$ cat config.mk
export PLATFORM = sky130hd
export DESIGN_NAME = goertzel_recurrence_flat
export DESIGN_NICKNAME = d
export VERILOG_FILES = /design/src/rtl/goertzel_pkg.sv /design/src/rtl/goertzel_recurrence_if.sv /design/src/rtl/goertzel_sample_counter.sv /design/src/rtl/goertzel_recurrence.sv /design/src/flat_wrapper.sv
export SDC_FILE = /design/constraint.sdc
export NUM_CORES = 1
export LEC_CHECK = 0
export CORE_ASPECT_RATIO = 0.7
export CORE_MARGIN = 4
export CORE_UTILIZATION = 64
export DETAILED_ROUTE_END_ITERATION = 12
export DONT_BUFFER_PORTS = 1
export PLACE_DENSITY_LB_ADDON = 0.12
export SLEW_MARGIN = 20
export SYNTH_ARGS = -nofsm -noshare
export SYNTH_HDL_FRONTEND = slang
export SYNTH_SLANG_ARGS = --single-unit
export TNS_END_PERCENT = 100
$ cat constraint.sdc
create_clock -name clk -period 4.99 [get_ports clk]
set_input_delay 0.499 -clock clk [delete_from_list [all_inputs] [get_ports clk]]
set_output_delay 0.499 -clock clk [all_outputs]
set_load 0.005 [all_outputs]
$ cat src/rtl/goertzel_pkg.sv
// Shared constants, FSM state type and saturating add for the Goertzel recurrence.
// sat_add is only referenced when GOERTZEL_SAT_EN is defined.
package goertzel_pkg;

  localparam int N    = 61;
  localparam int FRAC = 30;

  localparam logic [N-1:0] Q30_ONE = {{(N-FRAC-1){1'b0}}, 1'b1, {FRAC{1'b0}}};

  typedef enum logic [1:0] {
    ST_IDLE   = 2'd0,
    ST_WAIT_X = 2'd1,
    ST_ACC    = 2'd2
  } state_e;

  // a + b - c evaluated with two guard bits, then clamped to the signed N-bit range
  function automatic logic [N-1:0] sat_add(input logic [N-1:0] a,
                                           input logic [N-1:0] b,
                                           input logic [N-1:0] c);
    logic signed [N+1:0] w;
    logic signed [N+1:0] max_v;
    logic signed [N+1:0] min_v;
    max_v = {3'b000, {(N-1){1'b1}}};
    min_v = {3'b111, {(N-1){1'b0}}};
    w = $signed({{2{a[N-1]}}, a}) + $signed({{2{b[N-1]}}, b}) - $signed({{2{c[N-1]}}, c});
    if (w > max_v) begin
      sat_add = max_v[N-1:0];
    end else if (w < min_v) begin
      sat_add = min_v[N-1:0];
    end else begin
      sat_add = w[N-1:0];
    end
  endfunction

endpackage

$ cat src/rtl/goertzel_recurrence_if.sv
// Sample/multiplier/result bundle for goertzel_recurrence; slave = recurrence side.
interface goertzel_recurrence_if;
  import goertzel_pkg::*;

  logic         start;
  logic [N-1:0] coeff;
  logic         x_valid;
  logic         x_ready;
  logic [N-1:0] x_data;
  logic [N-1:0] mul_a;
  logic [N-1:0] mul_b;
  logic         mul_en;
  logic [N-1:0] mul_y;
  logic         busy;
  logic         done;
  logic [N-1:0] s1_out;
  logic [N-1:0] s2_out;

  modport slave (
    input  start, coeff, x_valid, x_data, mul_y,
    output x_ready, mul_a, mul_b, mul_en, busy, done, s1_out, s2_out
  );

  modport master (
    output start, coeff, x_valid, x_data, mul_y,
    input  x_ready, mul_a, mul_b, mul_en, busy, done, s1_out, s2_out
  );

endinterface

$ cat src/rtl/goertzel_sample_counter.sv
// Per-block sample counter; flags the final sample of a BLOCK_LEN block.
module goertzel_sample_counter #(
  parameter int BLOCK_LEN = 205,
  parameter int CNT_W     = 8
) (
  input  logic clk,
  input  logic rst,
  input  logic clr,
  input  logic inc,
  output logic last
);

  localparam logic [CNT_W-1:0] LAST_IDX = CNT_W'(BLOCK_LEN - 1);

  logic [CNT_W-1:0] count_q;
  logic [CNT_W-1:0] count_d;

  always_comb begin
    if (clr) begin
      count_d = '0;
    end else if (inc) begin
      count_d = count_q + CNT_W'(1);
    end else begin
      count_d = count_q;
    end
  end

  always_ff @(posedge clk) begin
    if (rst) begin
      count_q <= '0;
    end else begin
      count_q <= count_d;
    end
  end

  assign last = (count_q == LAST_IDX);

endmodule

$ cat src/rtl/goertzel_recurrence.sv
// Goertzel recurrence s[n] = x[n] + coeff*s[n-1] - s[n-2] around an external 1-cycle Q30 multiplier.
// Define GOERTZEL_SAT_EN to saturate s[n] instead of wrapping it.
module goertzel_recurrence
  import goertzel_pkg::*;
#(
  parameter int BLOCK_LEN = 205,
  parameter int CNT_W     = 8
) (
  input  logic                  clk,
  input  logic                  rst,
  goertzel_recurrence_if.slave  bus
);

  state_e       state_q, state_d;
  logic [N-1:0] coeff_q, coeff_d;
  logic [N-1:0] s1_q, s1_d;
  logic [N-1:0] s2_q, s2_d;
  logic [N-1:0] x_q, x_d;
  logic [N-1:0] s1_out_q, s1_out_d;
  logic [N-1:0] s2_out_q, s2_out_d;
  logic         done_q, done_d;
  logic [N-1:0] s0_s;
  logic         accept_s;
  logic         acc_s;
  logic         last_s;

  assign acc_s    = (state_q == ST_ACC);
  assign accept_s = (state_q == ST_WAIT_X) && !bus.start && bus.x_valid;

  goertzel_sample_counter #(
    .BLOCK_LEN (BLOCK_LEN),
    .CNT_W     (CNT_W)
  ) u_cnt (
    .clk  (clk),
    .rst  (rst),
    .clr  (bus.start),
    .inc  (acc_s && !bus.start),
    .last (last_s)
  );

  // mul_y is the product of coeff_q and s1_q issued when the sample was accepted
`ifdef GOERTZEL_SAT_EN
  assign s0_s = sat_add(x_q, bus.mul_y, s2_q);
`else
  assign s0_s = x_q + bus.mul_y - s2_q;
`endif

  assign bus.x_ready = (state_q == ST_WAIT_X) && !bus.start;
  assign bus.mul_en  = accept_s;
  assign bus.mul_a   = coeff_q;
  assign bus.mul_b   = s1_q;
  assign bus.busy    = (state_q != ST_IDLE);
  assign bus.done    = done_q;
  assign bus.s1_out  = s1_out_q;
  assign bus.s2_out  = s2_out_q;

  always_comb begin
    state_d  = state_q;
    coeff_d  = coeff_q;
    s1_d     = s1_q;
    s2_d     = s2_q;
    x_d      = x_q;
    s1_out_d = s1_out_q;
    s2_out_d = s2_out_q;
    done_d   = 1'b0;
    if (bus.start) begin
      coeff_d = bus.coeff;
      s1_d    = '0;
      s2_d    = '0;
      state_d = ST_WAIT_X;
    end else begin
      case (state_q)
        ST_IDLE: begin
          state_d = ST_IDLE;
        end
        ST_WAIT_X: begin
          if (accept_s) begin
            x_d     = bus.x_data;
            state_d = ST_ACC;
          end else begin
            state_d = ST_WAIT_X;
          end
        end
        ST_ACC: begin
          s2_d = s1_q;
          s1_d = s0_s;
          if (last_s) begin
            s1_out_d = s0_s;
            s2_out_d = s1_q;
            done_d   = 1'b1;
            state_d  = ST_IDLE;
          end else begin
            state_d  = ST_WAIT_X;
          end
        end
        default: begin
          state_d = ST_IDLE;
        end
      endcase
    end
  end

  always_ff @(posedge clk) begin
    if (rst) begin
      state_q  <= ST_IDLE;
      coeff_q  <= '0;
      s1_q     <= '0;
      s2_q     <= '0;
      x_q      <= '0;
      s1_out_q <= '0;
      s2_out_q <= '0;
      done_q   <= 1'b0;
    end else begin
      state_q  <= state_d;
      coeff_q  <= coeff_d;
      s1_q     <= s1_d;
      s2_q     <= s2_d;
      x_q      <= x_d;
      s1_out_q <= s1_out_d;
      s2_out_q <= s2_out_d;
      done_q   <= done_d;
    end
  end

endmodule
$ cat src/flat_wrapper.sv
// flat-port wrapper written by rule: the top's interface ports become plain ports
module goertzel_recurrence_flat import goertzel_pkg::*;
#(
  parameter int BLOCK_LEN = 205,
  parameter int CNT_W     = 8
)
  (clk, rst, bus_start, bus_coeff, bus_x_valid, bus_x_data, bus_mul_y, bus_x_ready, bus_mul_a, bus_mul_b, bus_mul_en, bus_busy, bus_done, bus_s1_out, bus_s2_out);
  goertzel_recurrence_if bus_i ();
  input  logic clk;
  input  logic rst;
  input wire logic [$bits(bus_i.start)-1:0] bus_start;
  input wire logic [$bits(bus_i.coeff)-1:0] bus_coeff;
  input wire logic [$bits(bus_i.x_valid)-1:0] bus_x_valid;
  input wire logic [$bits(bus_i.x_data)-1:0] bus_x_data;
  input wire logic [$bits(bus_i.mul_y)-1:0] bus_mul_y;
  output wire logic [$bits(bus_i.x_ready)-1:0] bus_x_ready;
  output wire logic [$bits(bus_i.mul_a)-1:0] bus_mul_a;
  output wire logic [$bits(bus_i.mul_b)-1:0] bus_mul_b;
  output wire logic [$bits(bus_i.mul_en)-1:0] bus_mul_en;
  output wire logic [$bits(bus_i.busy)-1:0] bus_busy;
  output wire logic [$bits(bus_i.done)-1:0] bus_done;
  output wire logic [$bits(bus_i.s1_out)-1:0] bus_s1_out;
  output wire logic [$bits(bus_i.s2_out)-1:0] bus_s2_out;
  assign bus_i.start = bus_start;
  assign bus_i.coeff = bus_coeff;
  assign bus_i.x_valid = bus_x_valid;
  assign bus_i.x_data = bus_x_data;
  assign bus_i.mul_y = bus_mul_y;
  assign bus_x_ready = bus_i.x_ready;
  assign bus_mul_a = bus_i.mul_a;
  assign bus_mul_b = bus_i.mul_b;
  assign bus_mul_en = bus_i.mul_en;
  assign bus_busy = bus_i.busy;
  assign bus_done = bus_i.done;
  assign bus_s1_out = bus_i.s1_out;
  assign bus_s2_out = bus_i.s2_out;
  goertzel_recurrence #(.BLOCK_LEN(BLOCK_LEN), .CNT_W(CNT_W)) u_core (.clk(clk), .rst(rst), .bus(bus_i));
endmodule
[Word level (Yosys, flattened, before mapping)]
Cells that the tools add are included.
Word-level totals
  output and inout port bits: 248
  flip-flop bits (word level): 377
Operators by class
  bitwise operators: 2
  reductions and logical operators: 9
  add/sub/neg operators: 3
  muxes and demuxes: 5
  equality and inequality tests: 3
Operator list (number)
  $add A61 B61 Y61: 1
  $sub A61 B61 Y61: 1
  $add A8 B1 Y8 const B: 1
  $eq A8 B8 Y1 const B: 1
  $reduce_and A3 Y1: 2
  $pmux W2 S2: 1
  $logic_and A1 B1 Y1: 3
  $mux W1: 3
  $reduce_or A3 Y1: 1
  $eq A2 B1 Y1 const B: 1
  $eq A2 B2 Y1 const B: 1
  $mux W2: 1
  $not A1 Y1: 2
  $reduce_bool A2 Y1: 1
  $reduce_or A2 Y1: 1
  $logic_not A1 Y1: 1

[Logic depth before layout (Yosys ltp)]
Gate-level depths: netlist (run 1).
  depth after elaboration: 6
  gate-level depth with buffers: 17
  mapped depth without buffers: 17

[Cells and area by module]
Synthesis (run 1) repeated with hierarchy kept, for this count alone.
Second synthesis, totals
  cells, all modules: 2293
  area total of the unflattened synthesis: 18938.2 um2
By module, submodules not included
  goertzel_recurrence: times used 1, area an instance 18545.3 um2, cells an instance 2249, seq. area each 7387.1 um2
  goertzel_sample_counter: times used 1, area an instance 392.9 um2, cells an instance 44, seq. area each 160.2 um2

[Worst setup path after synthesis (run 1)]
Ideal clock, no wire load.
  path type: in2reg
  from: input bus_mul_y[4]
  to: register u_core.s1_out_q[60], in the netlist u_core.bus.s1_out[60]
  library setup time: 0.137 ns
  slack: 1.189 ns
  data required time: 4.853 ns
  arrival time: 3.664 ns
  path buffers: 0
  stages: 15
  cells stage by stage: inv_1 fa_1 inv_1 ha_1 a21o_1 a21o_1 a221o_1 a211o_1 a31oi_2 o21ai_1 a41oi_2 o21ai_1 and4_1 nor3_1 a211oi_1
Between the ends
  longest elaborated chain between the ends: 2
RTL lines
  from (decl): line flat_wrapper.sv:15  | input wire logic [$bits(bus_i.mul_y)-1:0] bus_mul_y;
  $add A61 B61 Y61: line goertzel_recurrence.sv:45  | assign s0_s = x_q + bus.mul_y - s2_q;
  $sub A61 B61 Y61: line goertzel_recurrence.sv:45
  to (signal assigned): line goertzel_recurrence.sv:119  | s1_out_q <= s1_out_d;
  to (decl): line goertzel_recurrence.sv:19  | logic [N-1:0] s1_out_q, s1_out_d;
No other way between the ends.
A chain may end at the register's enable or synchronous reset.

[Final worst setup path (run 1)]
  from: register u_core.x_q[22]
  to: register u_core.s1_out_q[56], in the netlist u_core.bus.s1_out[56]
Between the ends
  longest elaborated chain between the ends: 2
RTL lines
  from (decl): line goertzel_recurrence.sv:18  | logic [N-1:0] x_q, x_d;
  from (signal assigned): line goertzel_recurrence.sv:109  | x_q <= '0;
  from (signal assigned): line goertzel_recurrence.sv:118  | x_q <= x_d;
  $add A61 B61 Y61: line goertzel_recurrence.sv:45
  $sub A61 B61 Y61: line goertzel_recurrence.sv:45
No other way between the ends.

==> results of run 1 <==
## cell type report
class	instances	area (um^2)	area share, %
clock buffers	54	1090	5.41
multi-input cells	1519	9870	48.9
repair buffers	10	87.6	0.434
flip-flops and latches	377	7550	37.4
inverters	260	976	4.83
well taps	378	473	2.34
clock inverters	11	136	0.676
## routing by layer
metal	vias to the layer above	wire, um
li1	7257	-
met4	0	1260
met1	7088	22800
met2	638	22100
met3	82	5140
met5	-	0
## state kept, by name, summed over array words and instances, names as in the netlist
| register | flops |
|---|---|
| u_core.bus.s1_out | 61 |
| u_core.x_q | 61 |
| u_core.u_cnt.count_q | 8 |
| u_core.s2_q | 61 |
| u_core.bus.s2_out | 61 |
| u_core.bus.done | 1 |
| u_core.bus.mul_a | 61 |
| u_core.state_q | 2 |
| u_core.bus.mul_b | 61 |
## stage by stage
step | utilization (%) | total power [mW] | cell area (um^2) | setup WS, ns
6_report | 69.4 | 6.90 | 20200 | 0.591
3_3_place_gp | 65.2 | 4.05 | 19000 | 0.646
4_1_cts | 69.4 | 6.92 | 20200 | 0.704
3_5_place_dp | 65.2 | 4.07 | 19000 | 0.511
2_1_floorplan | - | 3.90 | 19000 | 1.19
5_1_grt | 69.4 | 7.19 | 20200 | 0.364
## power by group through the flow
stage | clock network [mW] | registers (mW) | logic, mW
final | 2.87 | 3.08 | 0.949
after floorplan | 0 | 3.14 | 0.760
after detailed placement | 0 | 3.15 | 0.919
after CTS | 2.91 | 3.08 | 0.928
after global placement | 0 | 3.15 | 0.905
after global routing | 3.05 | 3.08 | 1.05
## cell families after synthesis
family / Yosys count / share of synthesized area, %
xor+xnor: 64 / 2.95
flops: 377 / 39.8
mux: 172 / 9.07
compound gates: 401 / 12.7
buf+inv: 394 / 8.32
fa+ha+maj: 126 / 10.7
simple gates: 756 / 16.5
## synthesized netlist by cell type (all sizes together), types with 3 or more instances
master / n
nand4b: 4
or4: 4
buf: 17
and3: 6
nor2b: 4
mux2i: 172
a221oi: 4
a21boi: 5
a31oi: 13
o21bai: 11
or3: 3
o211ai: 8
a21o: 42
a21oi: 243
xor2: 33
nor3: 13
nor4: 3
fa: 60
dfxtp: 377
o21a: 4
o21ai: 38
o22ai: 4
ha: 66
nand3: 25
a211oi: 11
nand3b: 14
nand4: 19
nand2: 411
clkbuf: 115
inv: 260
nor3b: 3
o31ai: 3
xnor2: 31
nor2: 234
## how the worst max path moves through the flow
stage / startpoint / end / slack, ns / depth (start not counted)
after floorplan: bus_mul_y[4] / u_core.bus.s1_out[60] / 1.19 / 15
after global placement: bus_mul_y[22] / u_core.bus.s1_out[56] / 0.65 / 15
after detailed placement: bus_mul_y[22] / u_core.bus.s1_out[56] / 0.51 / 15
after CTS: u_core.x_q[22] / u_core.bus.s1_out[56] / 0.70 / 15
after global routing: u_core.x_q[22] / u_core.bus.s1_out[56] / 0.36 / 15
final: u_core.x_q[22] / u_core.bus.s1_out[56] / 0.59 / 15
==> impl_results.md, run 1 <==
- Outcome: completed
- #FFs+latches synth: 377
- I/O pins: 435
- Worst-path clk slew: 0.07 ns
- Worst stage delay on the critical path: 0.58 ns
- Area Overhead vs Synth: 6.38%
- Clock buffer depth: 3
- Non-Filler Instances: 2,609
- Worst R2R End: u_core.bus.s1_out[56]
- Hold_sp: rst
- Worst EP arrival: 4.83 ns
- Clk_lat worst skew: 0.54 ns
- Most common cell after layout, fill and taps aside: nand2_1
- ANT cells: 0
- Post-Route WL: 51.3 mm
- Endpoints failing hold: 0
- Core ar.: 29,100 um^2
- Worst path buffer plus inverter count: 2
- Via count: 15,100
- Crit path max-delay family: compound AO/OA/AOI/OAI gates
- Slew @ Worst Pin: 1.09 ns
- Routed WL per cell: 19.7 um
- CTS resizes: 0
- Internal power: 5.08 mW
- Post-synth EDFFs: 0
- Pwr/cell area: 342 nW/um^2
- Met3 GRT Util: 8.49%
- Synth Warn #: 0
- Synth Net Count: 2,603
- Unrepaired setup endpoints after global routing: no
- CP max FO: 9
- Initial cell density of the core: 65.2%
- HP Class: in -> reg
- WP data required: 5.42 ns
- Setup TNS: 0 ns
- Share of power burned in registers: 44.7%
- Synth area leader: dfxtp_1
- Hold Slack: 0.0498 ns
- Placed cell count: 2,544
- Critical-path top delay cell: nor3_1
- Comb pwr share: 13.7%
- Clock period minus worst slack: 4.40 ns
- Root buf cell: clkbuf_16
- Yosys cell types: 71
- CP Cell Sequence: inv_1 -> fa_1 -> inv_1 -> ha_1 -> nand4_1 -> nor3_1 -> nand3_1 -> o22ai_1 -> a31oi_2 -> o21ai_1 -> a41oi_2 -> o21ai_1 -> a21bo_2 -> nor4b_2 -> a211o_1
- DRT Pass-1 Iters: 6
- Max_slew headroom: 27.5%
- Chip Width: 214 um
- Sw Pwr: 1.83 mW
- Endpoint type of the worst setup path: flip-flop
- FMAX: 227 MHz
- Share of cells above drive strength 1: 4.26%
- M2 GR Usage: 45.0%
- RR Startpoint: u_core.x_q[22]
- Gr busiest metal: met2
- 1st-iter DRT viols: 1,449
- H-Tree Depth: 2
- Nets@finish: 2,518
- Hold bufs inserted after CTS: 0
- Post-synth ARST share: 0%
- Post-synthesis cell area: 19,000 um^2
- Clock share of power: 41.6%
- Tcrit/Tclk final: 88.2%
- Worst VDD drop: 0.253 mV
- Antenna violations before repair: 0
- Sw frac: 26.5%
- DRT antenna net count: 0
- Full die area: 32,500 um^2
- Leakage: 8.02 nW
- Max-cap violations: 0
- Hold Crit Depth: 1
- CTS Buf Count: 37
- FILL cells: 2,370
- Top-area cell type share of the netlist area: 39.8%
- R2r setup slk: 0.59 ns
- Die height: 152 um
- Syn Inst Count: 2,290
- Worst Reg-to-Reg Cells: 15
- Most frequent cells in the layout: nand2_1, dfxtp_1, inv_1
- Vias per std cell: 5.77
- Sequential area share after synthesis: 39.8%
- Syn Area/Cell: 8.29 um^2
- Largest net degree at the start of global routing: 259
- FP Rows: 52
- First-pass GRT wire length: 81.1 mm
- CTS tree: built
- Vias in the first global route: 14,500
- Hold Crit Endpoint: u_core.bus.mul_a[43]
- Grt met1 use: 44.5%
- Post-DP HPWL: 37.3 mm
- Total GRT Usage: 30.6%
- Final setup violation count: 0
- Post-CTS setup buffer count: 0
- Largest cells by area after synthesis: dfxtp_1, mux2i_1, nand2_1
- Clock skew: 0.0157 ns
- Slew Limit Fails: 0
- Placer Congestion: 0.939
- Ys flop type: dfxtp_1
- Clk sinks: 377
- Startpoint class of the critical path: flip-flop
- PortBufs: 0
- GRT Residual Overflow: 0
- DRC: 0
- Crit Path Category: reg -> reg
Power figures use the tool's default switching activity.
==> run 2, diff against run 1 <==
==> constraint.sdc (replaced) <==
create_clock -name clk -period 4.99 [get_ports clk]
set_input_delay 0.2495 -clock clk [delete_from_list [all_inputs] [get_ports clk]]
set_output_delay 0.2495 -clock clk [all_outputs]
set_load 0.005 [all_outputs]
==> impl_results.md, run 2 (synthesized netlist as in run 1, its figures left out) <==
- Placed Area: 19,000 um^2 (about the same)
- Clock skew: 0.0211 ns (was 0.0157 ns)
- Worst Setup Slack, final: 0.624 ns (was 0.591 ns)
- Most common cell after layout, fill and taps aside: nand2_1 (unchanged)
- Area Overhead vs Synth: 13.6% (was 6.38%)
- CTS tree: built (unchanged)
- DRC: 0 (unchanged)
- Endpoints failing hold: 0 (unchanged)
- Via count: 15,900 (was 15,100)
- Worst VDD drop: 0.281 mV (was 0.253 mV)
- Vias in the first global route: 15,400 (was 14,500)
- GRT Residual Overflow: 0 (unchanged)
- Placer Congestion: 0.941 (was 0.939)
- Antenna violations before repair: 0 (unchanged)
- Clk sinks: 377 (unchanged)
- Initial cell density of the core: 65.2% (unchanged)
- Clk_lat worst skew: 0.54 ns (about the same)
- FF/Latch Area: 7550 um^2 (unchanged)
- CP max FO: 6 (was 9)
- Max_slew headroom: 25.0% (was 27.5%)
- Slew @ Worst Pin: 1.12 ns (was 1.09 ns)
- Nets@finish: 2,647 (was 2,518)
- Final setup violation count: 0 (unchanged)
- Core ar.: 29,100 um^2 (unchanged)
- Total GRT Usage: 31.9% (was 30.6%)
- Largest net degree at the start of global routing: 254 (was 259)
- Post-DP HPWL: 37.6 mm (was 37.3 mm)
- Routed WL per cell: 19.9 um (was 19.7 um)
- Slew Limit Fails: 0 (unchanged)
- Crit Path Category: reg -> reg (unchanged)
- WP data required: 5.35 ns (was 5.42 ns)
- CTS resizes: 0 (unchanged)
- PortBufs: 0 (unchanged)
- Outcome: completed (unchanged)
- Share of cells above drive strength 1: 4.19% (was 4.26%)
- Area of the multi-input gates: 9880 um^2 (was 9870 um^2)
- Root buf cell: clkbuf_16 (unchanged)
- 1st-iter DRT viols: 1,331 (was 1,449)
- Vias per std cell: 5.81 (was 5.77)
- HP Class: in -> reg (unchanged)
- FP Rows: 52 (unchanged)
- DRT Pass-1 Iters: 6 (unchanged)
- Startpoint class of the critical path: flip-flop (unchanged)
- FILL cells: 2,155 (was 2,370)
- I/O pins: 435 (unchanged)
- Pwr/cell area: 330 nW/um^2 (was 342 nW/um^2)
- Die height: 152 um (unchanged)
- Unrepaired setup endpoints after global routing: no (unchanged)
- R2r setup slk: 0.62 ns (was 0.59 ns)
- First-pass GRT wire length: 84.4 mm (was 81.1 mm)
- H-Tree Depth: 2 (unchanged)
- Full die area: 32,500 um^2 (unchanged)
- FMAX: 229 MHz (was 227 MHz)
- Post-Route WL: 54.5 mm (was 51.3 mm)
- Worst-path clk slew: 0.06 ns (was 0.07 ns)
- Clock period minus worst slack: 4.37 ns (was 4.40 ns)
- ANT cells: 0 (unchanged)
- Post-route design area: 21,500 um^2 (was 20,200 um^2)
- Max-cap violations: 0 (unchanged)
- Most frequent cells in the layout: nand2_1, dfxtp_1, inv_1 (unchanged)
- Tcrit/Tclk final: 87.5% (was 88.2%)
- Worst EP arrival: 4.73 ns (was 4.83 ns)
- Leakage: 8.60 nW (was 8.02 nW)
- Chip Width: 214 um (unchanged)
- Post-place setup slack: 0.841 ns (was 0.511 ns)
- Setup TNS: 0 ns (unchanged)
- CTS Buf Count: 38 (was 37)
- Clock buffer depth: 3 (unchanged)
- DRT antenna net count: 0 (unchanged)
- Endpoint type of the worst setup path: flip-flop (unchanged)
## run 2: where the power goes
part / internal (mW) / switching (mW)
registers: 3.05 / 0.0337
clock network: 1.72 / 1.21
logic: 0.418 / 0.674
## run 2: layout make-up
type                    instances  share of cell area, %
inverters                     260                   4.53
clock buffers                  55                   5.19
clock inverters                11                  0.674
well taps                     378                   2.20
multi-input cells            1519                   45.9
flip-flops and latches        377                   35.0
repair buffers                138                   6.53
## run 2: worst max-delay path, cell delays in order, from the launching register on
cell	delay (ns)
dfxtp_1	0.34
inv_1	0.06
fa_1	0.54
inv_1	0.05
ha_1	0.37
a21o_1	0.21
a21o_1	0.20
a221o_1	0.38
a211o_1	0.37
a31oi_2	0.26
o21ai_1	0.17
a41oi_2	0.34
o21ai_1	0.25
and4_1	0.26
nor3_1	0.26
a21oi_1	0.12
## run 2: per-layer routing
layer	global-route usage, %	share of wire, %	vias to the layer above
li1	-	-	7512
met1	43.9	42	7513
met2	49.0	44	753
met3	8.99	10	124
met4	10.1	3.0	0
met5	0	0	-
## run 2: path summary, 6_finish.rpt
| kind | startpoint | endpoint | cells past startpoint |
|---|---|---|---|
| setup / recovery | u_core.x_q[4] | u_core.bus.mul_b[60] | 15 |
| hold / removal | bus_mul_y[0] | u_core.bus.mul_b[0] | 3 |
| setup reg to reg | u_core.x_q[4] | u_core.bus.mul_b[60] | 15 |
| hold reg to reg | u_core.x_q[0] | u_core.x_q[0] | 2 |
## run 2: timing repair
action | 4_1_cts | 5_1_grt
hold endpoints to repair | 245 | 0
hold buffers | 126 | 0
setup buffers | 0 | 0
## run 2: through the flow
stage / total power [mW] / hold WS, ns / instances / util [%]
final: 7.10 / 0.0370 / 2738 / 74.1
after global routing: 7.36 / 0.0499 / 2738 / 74.1
after floorplan: 3.90 / 0.385 / 2290 / -
after detailed placement: 4.08 / 0.339 / 2545 / 65.2
after global placement: 4.06 / 0.337 / 2545 / 65.2
after CTS: 7.09 / 0.0103 / 2737 / 74.0
